File: src/rtl/pattern_sequencer.sv
// rtl/pattern_sequencer.sv - pattern buffer store and PWM-phase drive sequencer
// Optional dead time before buffer 0 is driven: define PATSEQ_DEADTIME_EN.
module pattern_sequencer #(
  parameter int W      = 7,
  parameter int NBUF   = 8,
  parameter int NTWEAK = 8,
  parameter int DW_W   = 4,
  parameter int DT_W   = 4,
  localparam int NFIELD = 2*NTWEAK + 6,
  localparam int BA_W   = $clog2(NBUF),
  localparam int FA_W   = $clog2(NFIELD)
) (
  input  logic                clk,
  input  logic                rst,
  input  logic                pwm,
  input  logic [DW_W-1:0]     dwell,
  input  logic [DT_W-1:0]     deadtime,
  input  logic                wr_en,
  input  logic [BA_W-1:0]     wr_buf,
  input  logic [FA_W-1:0]     wr_field,
  input  logic [W-1:0]        wr_data,
  input  logic [BA_W-1:0]     rd_buf,
  input  logic [FA_W-1:0]     rd_field,
  output logic [W-1:0]        rd_data,
  output logic [W-1:0]        p_drive,
  output logic [W-1:0]        n_drive,
  output logic [W-1:0]        tweak_sense,
  output logic [W-1:0]        tweak_delay,
  output logic [NTWEAK*W-1:0] tweak_drive,
  output logic [BA_W-1:0]     buf_idx,
  output logic                phase
);

  localparam int F_PDRIVE = 0;
  localparam int F_NDRIVE = 1;
  localparam int F_PSENSE = 2;
  localparam int F_PDELAY = 3;
  localparam int F_PTWEAK = 4;
  localparam int F_NSENSE = 4 + NTWEAK;
  localparam int F_NDELAY = 5 + NTWEAK;
  localparam int F_NTWEAK = 6 + NTWEAK;
  localparam logic [BA_W-1:0] LAST_BUF = BA_W'(NBUF - 1);

`ifdef PATSEQ_DEADTIME_EN
  typedef enum logic [1:0] {S_IDLE, S_DEAD, S_STEP, S_HOLD} state_t;
`else
  typedef enum logic [1:0] {S_IDLE, S_STEP, S_HOLD} state_t;
`endif

  state_t            state_q, state_d;
  logic              pwm_q;
  logic              phase_q, phase_d;
  logic [BA_W-1:0]   buf_idx_q, buf_idx_d;
  logic [DW_W-1:0]   dwell_cnt_q, dwell_cnt_d;
  logic [DW_W-1:0]   dwell_lat_q, dwell_lat_d;
`ifdef PATSEQ_DEADTIME_EN
  logic [DT_W-1:0]   dead_cnt_q, dead_cnt_d;
`else
  logic              unused_deadtime;
  assign unused_deadtime = ^deadtime;
`endif

  logic [W-1:0]        mem_q [NBUF][NFIELD];
  logic [W-1:0]        rd_data_q;
  logic [W-1:0]        p_drive_q, p_drive_d;
  logic [W-1:0]        n_drive_q, n_drive_d;
  logic [W-1:0]        sense_q, sense_d;
  logic [W-1:0]        delay_q, delay_d;
  logic [NTWEAK*W-1:0] tweak_q, tweak_d;

  logic pwm_edge;
  logic wr_ok;
  logic rd_ok;
  logic active;

  assign pwm_edge = pwm ^ pwm_q;
  // Zero-extend indices so a power-of-two NFIELD/NBUF still compares correctly.
  assign wr_ok = wr_en && ({1'b0, wr_field} < (FA_W+1)'(NFIELD))
                       && ({1'b0, wr_buf} < (BA_W+1)'(NBUF));
  assign rd_ok = ({1'b0, rd_field} < (FA_W+1)'(NFIELD))
              && ({1'b0, rd_buf} < (BA_W+1)'(NBUF));

  always_ff @(posedge clk or posedge rst) begin
    if (rst) begin
      for (int b = 0; b < NBUF; b++) begin
        for (int f = 0; f < NFIELD; f++) begin
          mem_q[b][f] <= '0;
        end
      end
    end else if (wr_ok) begin
      mem_q[wr_buf][wr_field] <= wr_data;
    end
  end

  always_ff @(posedge clk or posedge rst) begin
    if (rst) begin
      rd_data_q <= '0;
    end else begin
      rd_data_q <= rd_ok ? mem_q[rd_buf][rd_field] : '0;
    end
  end

  always_comb begin
    state_d     = state_q;
    phase_d     = phase_q;
    buf_idx_d   = buf_idx_q;
    dwell_cnt_d = dwell_cnt_q;
    dwell_lat_d = dwell_lat_q;
`ifdef PATSEQ_DEADTIME_EN
    dead_cnt_d  = dead_cnt_q;
`endif
    if (pwm_edge) begin
      // An edge restarts the sequence from any state.
      phase_d     = pwm;
      buf_idx_d   = '0;
      dwell_lat_d = dwell;
      dwell_cnt_d = dwell;
`ifdef PATSEQ_DEADTIME_EN
      dead_cnt_d  = deadtime;
      state_d     = (deadtime == '0) ? S_STEP : S_DEAD;
`else
      state_d     = S_STEP;
`endif
    end else begin
      case (state_q)
        S_IDLE: begin
        end
`ifdef PATSEQ_DEADTIME_EN
        S_DEAD: begin
          dead_cnt_d = dead_cnt_q - 1'b1;
          if (dead_cnt_d == '0) begin
            state_d = S_STEP;
          end
        end
`endif
        S_STEP: begin
          if (dwell_cnt_q == '0) begin
            if (buf_idx_q == LAST_BUF) begin
              state_d = S_HOLD;
            end else begin
              buf_idx_d   = buf_idx_q + 1'b1;
              dwell_cnt_d = dwell_lat_q;
            end
          end else begin
            dwell_cnt_d = dwell_cnt_q - 1'b1;
          end
        end
        S_HOLD: begin
        end
        default: state_d = S_IDLE;
      endcase
    end
  end

  assign active = (state_q == S_STEP) || (state_q == S_HOLD);

  always_comb begin
    p_drive_d = '1;
    n_drive_d = '0;
    sense_d   = '0;
    delay_d   = '0;
    tweak_d   = '0;
    if (active) begin
      if (phase_q) begin
        p_drive_d = mem_q[buf_idx_q][F_PDRIVE];
        sense_d   = mem_q[buf_idx_q][F_PSENSE];
        delay_d   = mem_q[buf_idx_q][F_PDELAY];
        for (int k = 0; k < NTWEAK; k++) begin
          tweak_d[k*W +: W] = mem_q[buf_idx_q][F_PTWEAK + k];
        end
      end else begin
        n_drive_d = mem_q[buf_idx_q][F_NDRIVE];
        sense_d   = mem_q[buf_idx_q][F_NSENSE];
        delay_d   = mem_q[buf_idx_q][F_NDELAY];
        for (int k = 0; k < NTWEAK; k++) begin
          tweak_d[k*W +: W] = mem_q[buf_idx_q][F_NTWEAK + k];
        end
      end
    end
  end

  always_ff @(posedge clk or posedge rst) begin
    if (rst) begin
      state_q     <= S_IDLE;
      pwm_q       <= 1'b0;
      phase_q     <= 1'b0;
      buf_idx_q   <= '0;
      dwell_cnt_q <= '0;
      dwell_lat_q <= '0;
`ifdef PATSEQ_DEADTIME_EN
      dead_cnt_q  <= '0;
`endif
      p_drive_q   <= '1;
      n_drive_q   <= '0;
      sense_q     <= '0;
      delay_q     <= '0;
      tweak_q     <= '0;
    end else begin
      state_q     <= state_d;
      pwm_q       <= pwm;
      phase_q     <= phase_d;
      buf_idx_q   <= buf_idx_d;
      dwell_cnt_q <= dwell_cnt_d;
      dwell_lat_q <= dwell_lat_d;
`ifdef PATSEQ_DEADTIME_EN
      dead_cnt_q  <= dead_cnt_d;
`endif
      p_drive_q   <= p_drive_d;
      n_drive_q   <= n_drive_d;
      sense_q     <= sense_d;
      delay_q     <= delay_d;
      tweak_q     <= tweak_d;
    end
  end

  assign rd_data     = rd_data_q;
  assign p_drive     = p_drive_q;
  assign n_drive     = n_drive_q;
  assign tweak_sense = sense_q;
  assign tweak_delay = delay_q;
  assign tweak_drive = tweak_q;
  assign buf_idx     = buf_idx_q;
  assign phase       = phase_q;

endmodule

File: config.mk
export PLATFORM = sky130hd
export DESIGN_NAME = pattern_sequencer
export DESIGN_NICKNAME = d
export VERILOG_FILES = /design/src/rtl/pattern_sequencer.sv
export SDC_FILE = /design/constraint.sdc
export NUM_CORES = 2
export LEC_CHECK = 0
export BUFFER_PORTS_ARGS = -buffer_cell sky130_fd_sc_hd__buf_2
export CAP_MARGIN = 20
export CORE_ASPECT_RATIO = 1.5
export CORE_UTILIZATION = 40
export DETAILED_ROUTE_END_ITERATION = 12
export PLACE_DENSITY = 0.51
export SLEW_MARGIN = 20
export SYNTH_ARGS = -nofsm -noshare
export SYNTH_HDL_FRONTEND = slang
export SYNTH_SLANG_ARGS = --single-unit
File: constraint.sdc
create_clock -name clk -period 74.3 [get_ports clk]
set_input_delay 7.43 -clock clk [delete_from_list [all_inputs] [get_ports clk]]
set_output_delay 7.43 -clock clk [all_outputs]
set_load 0.02 [all_outputs]
==> reports/qor.txt <==
GRT Util Overall - 26.2%
Final count of hold timing violations - 0
WL final - 225000 um
Worst path bufs/invs - 8
Share of post-route cells with drive strength above 1 - 51.8%
Synth Instances - 4437
Initial antenna violation count - 15
CP Capture Type - asynchronous set/reset pin
Hold WS - 482 ps
Slew @ Worst Pin - 1180 ps
DRT Pass-1 Iters - 5
Final Slew Violations - 0
Drt wl/cell - 33.1 um
Pwr per Cell Area - 23.8 nW/um2
Final #Nets - 4467
CP Launch Type - primary input
Syn Area/Cell - 15.6 um2
Die W - 341 um
Crit Path Category - in2async
Clock Tree Buf Depth - 3
Slew headroom - 21.1%
Cts hold-fix bufs - 0
Most frequent cells in the layout - 1327 x dfrtp_1, 1231 x mux2_2, 640 x mux4_2
P_leak - 34.2 nW
Final GP Congestion - 0.873
# resized after CTS - 0
Rows - 186
Final min period - 11970 ps
Ys Warns - 0
Final period util - 16.1%
Crit path cell chain - buf_2, inv_8, buf_4, buf_4, buf_12, buf_4, buf_4, buf_4
Worst EP arrival - 12760 ps
Clock sinks - 1338
Starting Density - 40.3%
Synthesized flop and latch total - 1338
DRC Markers - 0
Io pins - 130
F_max - 83.5 MHz
Area of the mapped netlist - 69100 um2
Seq/Total Area, Yosys - 48.5%
Prevailing post-synth register cell - dfrtp_1
Final clock skew - 26.1 ps
Post-route setup TNS - 0 ps
Fillers - 15400
TritonCTS clock tree - yes
Commonest non-fill, non-tap cell in the layout - dfrtp_1
Routed via count - 41300
First-pass GRT wire length - 330000 um
Slowest-stage cell, CP - buf_4
Vias in the first global route - 43900
Remaining antenna violation count - 0
P&R area growth vs syn - 10.6%
Cell family with most CP delay - buffers and inverters
Setup violations, final - 0
Iteration-0 DRC Markers - 2676
Final Util - 44.6%
Crit-path max FO - 152
Worst Hold Class - reg2reg
CTS buffer count - 140
MaxCap Viol Count - 0
Die height - 511 um
Total grt overflow - 0
Status - finished clean
Mapped Nets - 4478
Port Buf Inserts - 125
Peak VDD IR - 0.0000239 V
Power, Total - 0.00182 W
CTS root buffer - clkbuf_16
Distinct cells, synth - 63
Hpwl dp - 147000 um
Worst path max stage delay - 840 ps
Final non-filler cell area - 76400 um2
Clock-pin slew on the worst setup and hold paths - 60 ps
Unrepaired setup endpoints after global routing - no
EDFF count, synth - 0
Critical Path Most Common Cell - buf_4
H-tree depth - 4
Worst-skew pair later-pin latency - 790 ps
Setup Buffers After CTS - 0
Core Area - 171000 um2
Largest net degree at the start of global routing - 153
Placement Cell Area - 71700 um2
Vias per inst - 6.07
Req. time, crit path - 75080 ps
Post-synthesis async set-or-reset flop share - 100%
Die area - 174000 um2
## worst min-delay path: stages (launching register included)
cell and delay [ps]:
dfrtp_1 340, nand2_1 50, nand2_1 60
## state kept, by name (all words and copies together), names as in the netlist
| register | flops |
|---|---|
| n_drive | 7 |
| tweak_sense | 7 |
| state_q | 2 |
| rd_data | 7 |
| dwell_cnt_q | 4 |
| p_drive | 7 |
| phase | 1 |
| dwell_lat_q | 4 |
| mem_q | 1232 |
| pwm_q | 1 |
| tweak_delay | 7 |
| buf_idx | 3 |
| tweak_drive | 56 |
## power by group
part           switching, W  internal, W
clock network      0.000309     0.000419
registers         0.0000306     0.000770
logic              0.000171     0.000120
total              0.000510      0.00131
## stage by stage
step,instances,worst slack (ps)
3_5_place_dp,6539,61120
2_1_floorplan,4437,29160
3_3_place_gp,6539,61200
4_1_cts,6783,61990
5_1_grt,6785,61430
6_report,6791,62330
## kinds of logic (layout without fill, tap and decap cells)
group / Yosys count / in the layout / synth area share (%)
adders and majority gates: 7 / 7 / 0.123
muxes: 2073 / 2073 / 43.9
DFF: 1338 / 1338 / 48.5
buffers and inverters: 384 / 475 / 2.59
other: 0 / 7 / 0
and+or+nand+nor: 426 / 426 / 2.78
xor gates and xnor gates: 3 / 3 / 0.0380
AOI/OAI and AO/OA: 206 / 206 / 2.11
## synthesized netlist by cell type (6+ instances only)
cell type,n,share of area [%]
dfrtp_1,1331,48
mux2_2,1231,20
mux4_2,640,21
clkbuf_1,251,1.4
mux2i_1,199,2.9
nand2_1,160,0.87
nor2_1,146,0.79
buf_2,64,0.46
o22ai_1,50,0.45
and2_1,44,0.40
a21oi_1,25,0.18
a221oi_1,25,0.32
o21ai_0,24,0.17
buf_1,23,0.12
a211oi_1,21,0.23
buf_6,17,0.28
nor3_1,13,0.094
buf_4,12,0.13
nand3_1,12,0.087
a2111oi_0,11,0.14
a221o_1,9,0.13
a22oi_1,8,0.087
inv_1,8,0.043
nor2b_1,8,0.072
buf_8,7,0.15
dfstp_2,7,0.27
ha_1,6,0.11
nand3b_1,6,0.065
nor3b_1,6,0.065
## worst paths after layout
check / start / endpoint / slack, ps / cells past startpoint
setup / recovery: rst / phase / 62330 / 8
hold / removal: dwell_lat_q[1] / dwell_lat_q[1] / 480 / 2
setup reg to reg: buf_idx[1] / tweak_drive[48] / 69500 / 6
hold reg to reg: dwell_lat_q[1] / dwell_lat_q[1] / 480 / 2
max in group clk: rd_buf[0] / rd_data[3] / 62870 / 10
min in group asynchronous: rst / mem_q[1152] / 6740 / 2
## area by class of cell
class                      instances  area, um2  share of cell area [%]
timing repair buffer             222       1530                    2.00
sequential                      1338      33500                    43.8
antenna                            7       17.5                  0.0229
clock buffer                     207       4200                    5.50
inverter                           9       43.8                  0.0573
multi-input combinational       2715      33900                    44.3
clock inverter                    37        433                   0.566
tap                             2256       2820                    3.69
## routing by layer
layer	vias up	wire [um]	GRT usage [%]
met2	979	114000	44.1
li1	17100	-	-
met4	10	7960	9.10
met5	-	70	0
met1	22800	92100	34.2
met3	310	10600	4.46
(Power assumes the default switching activity.)
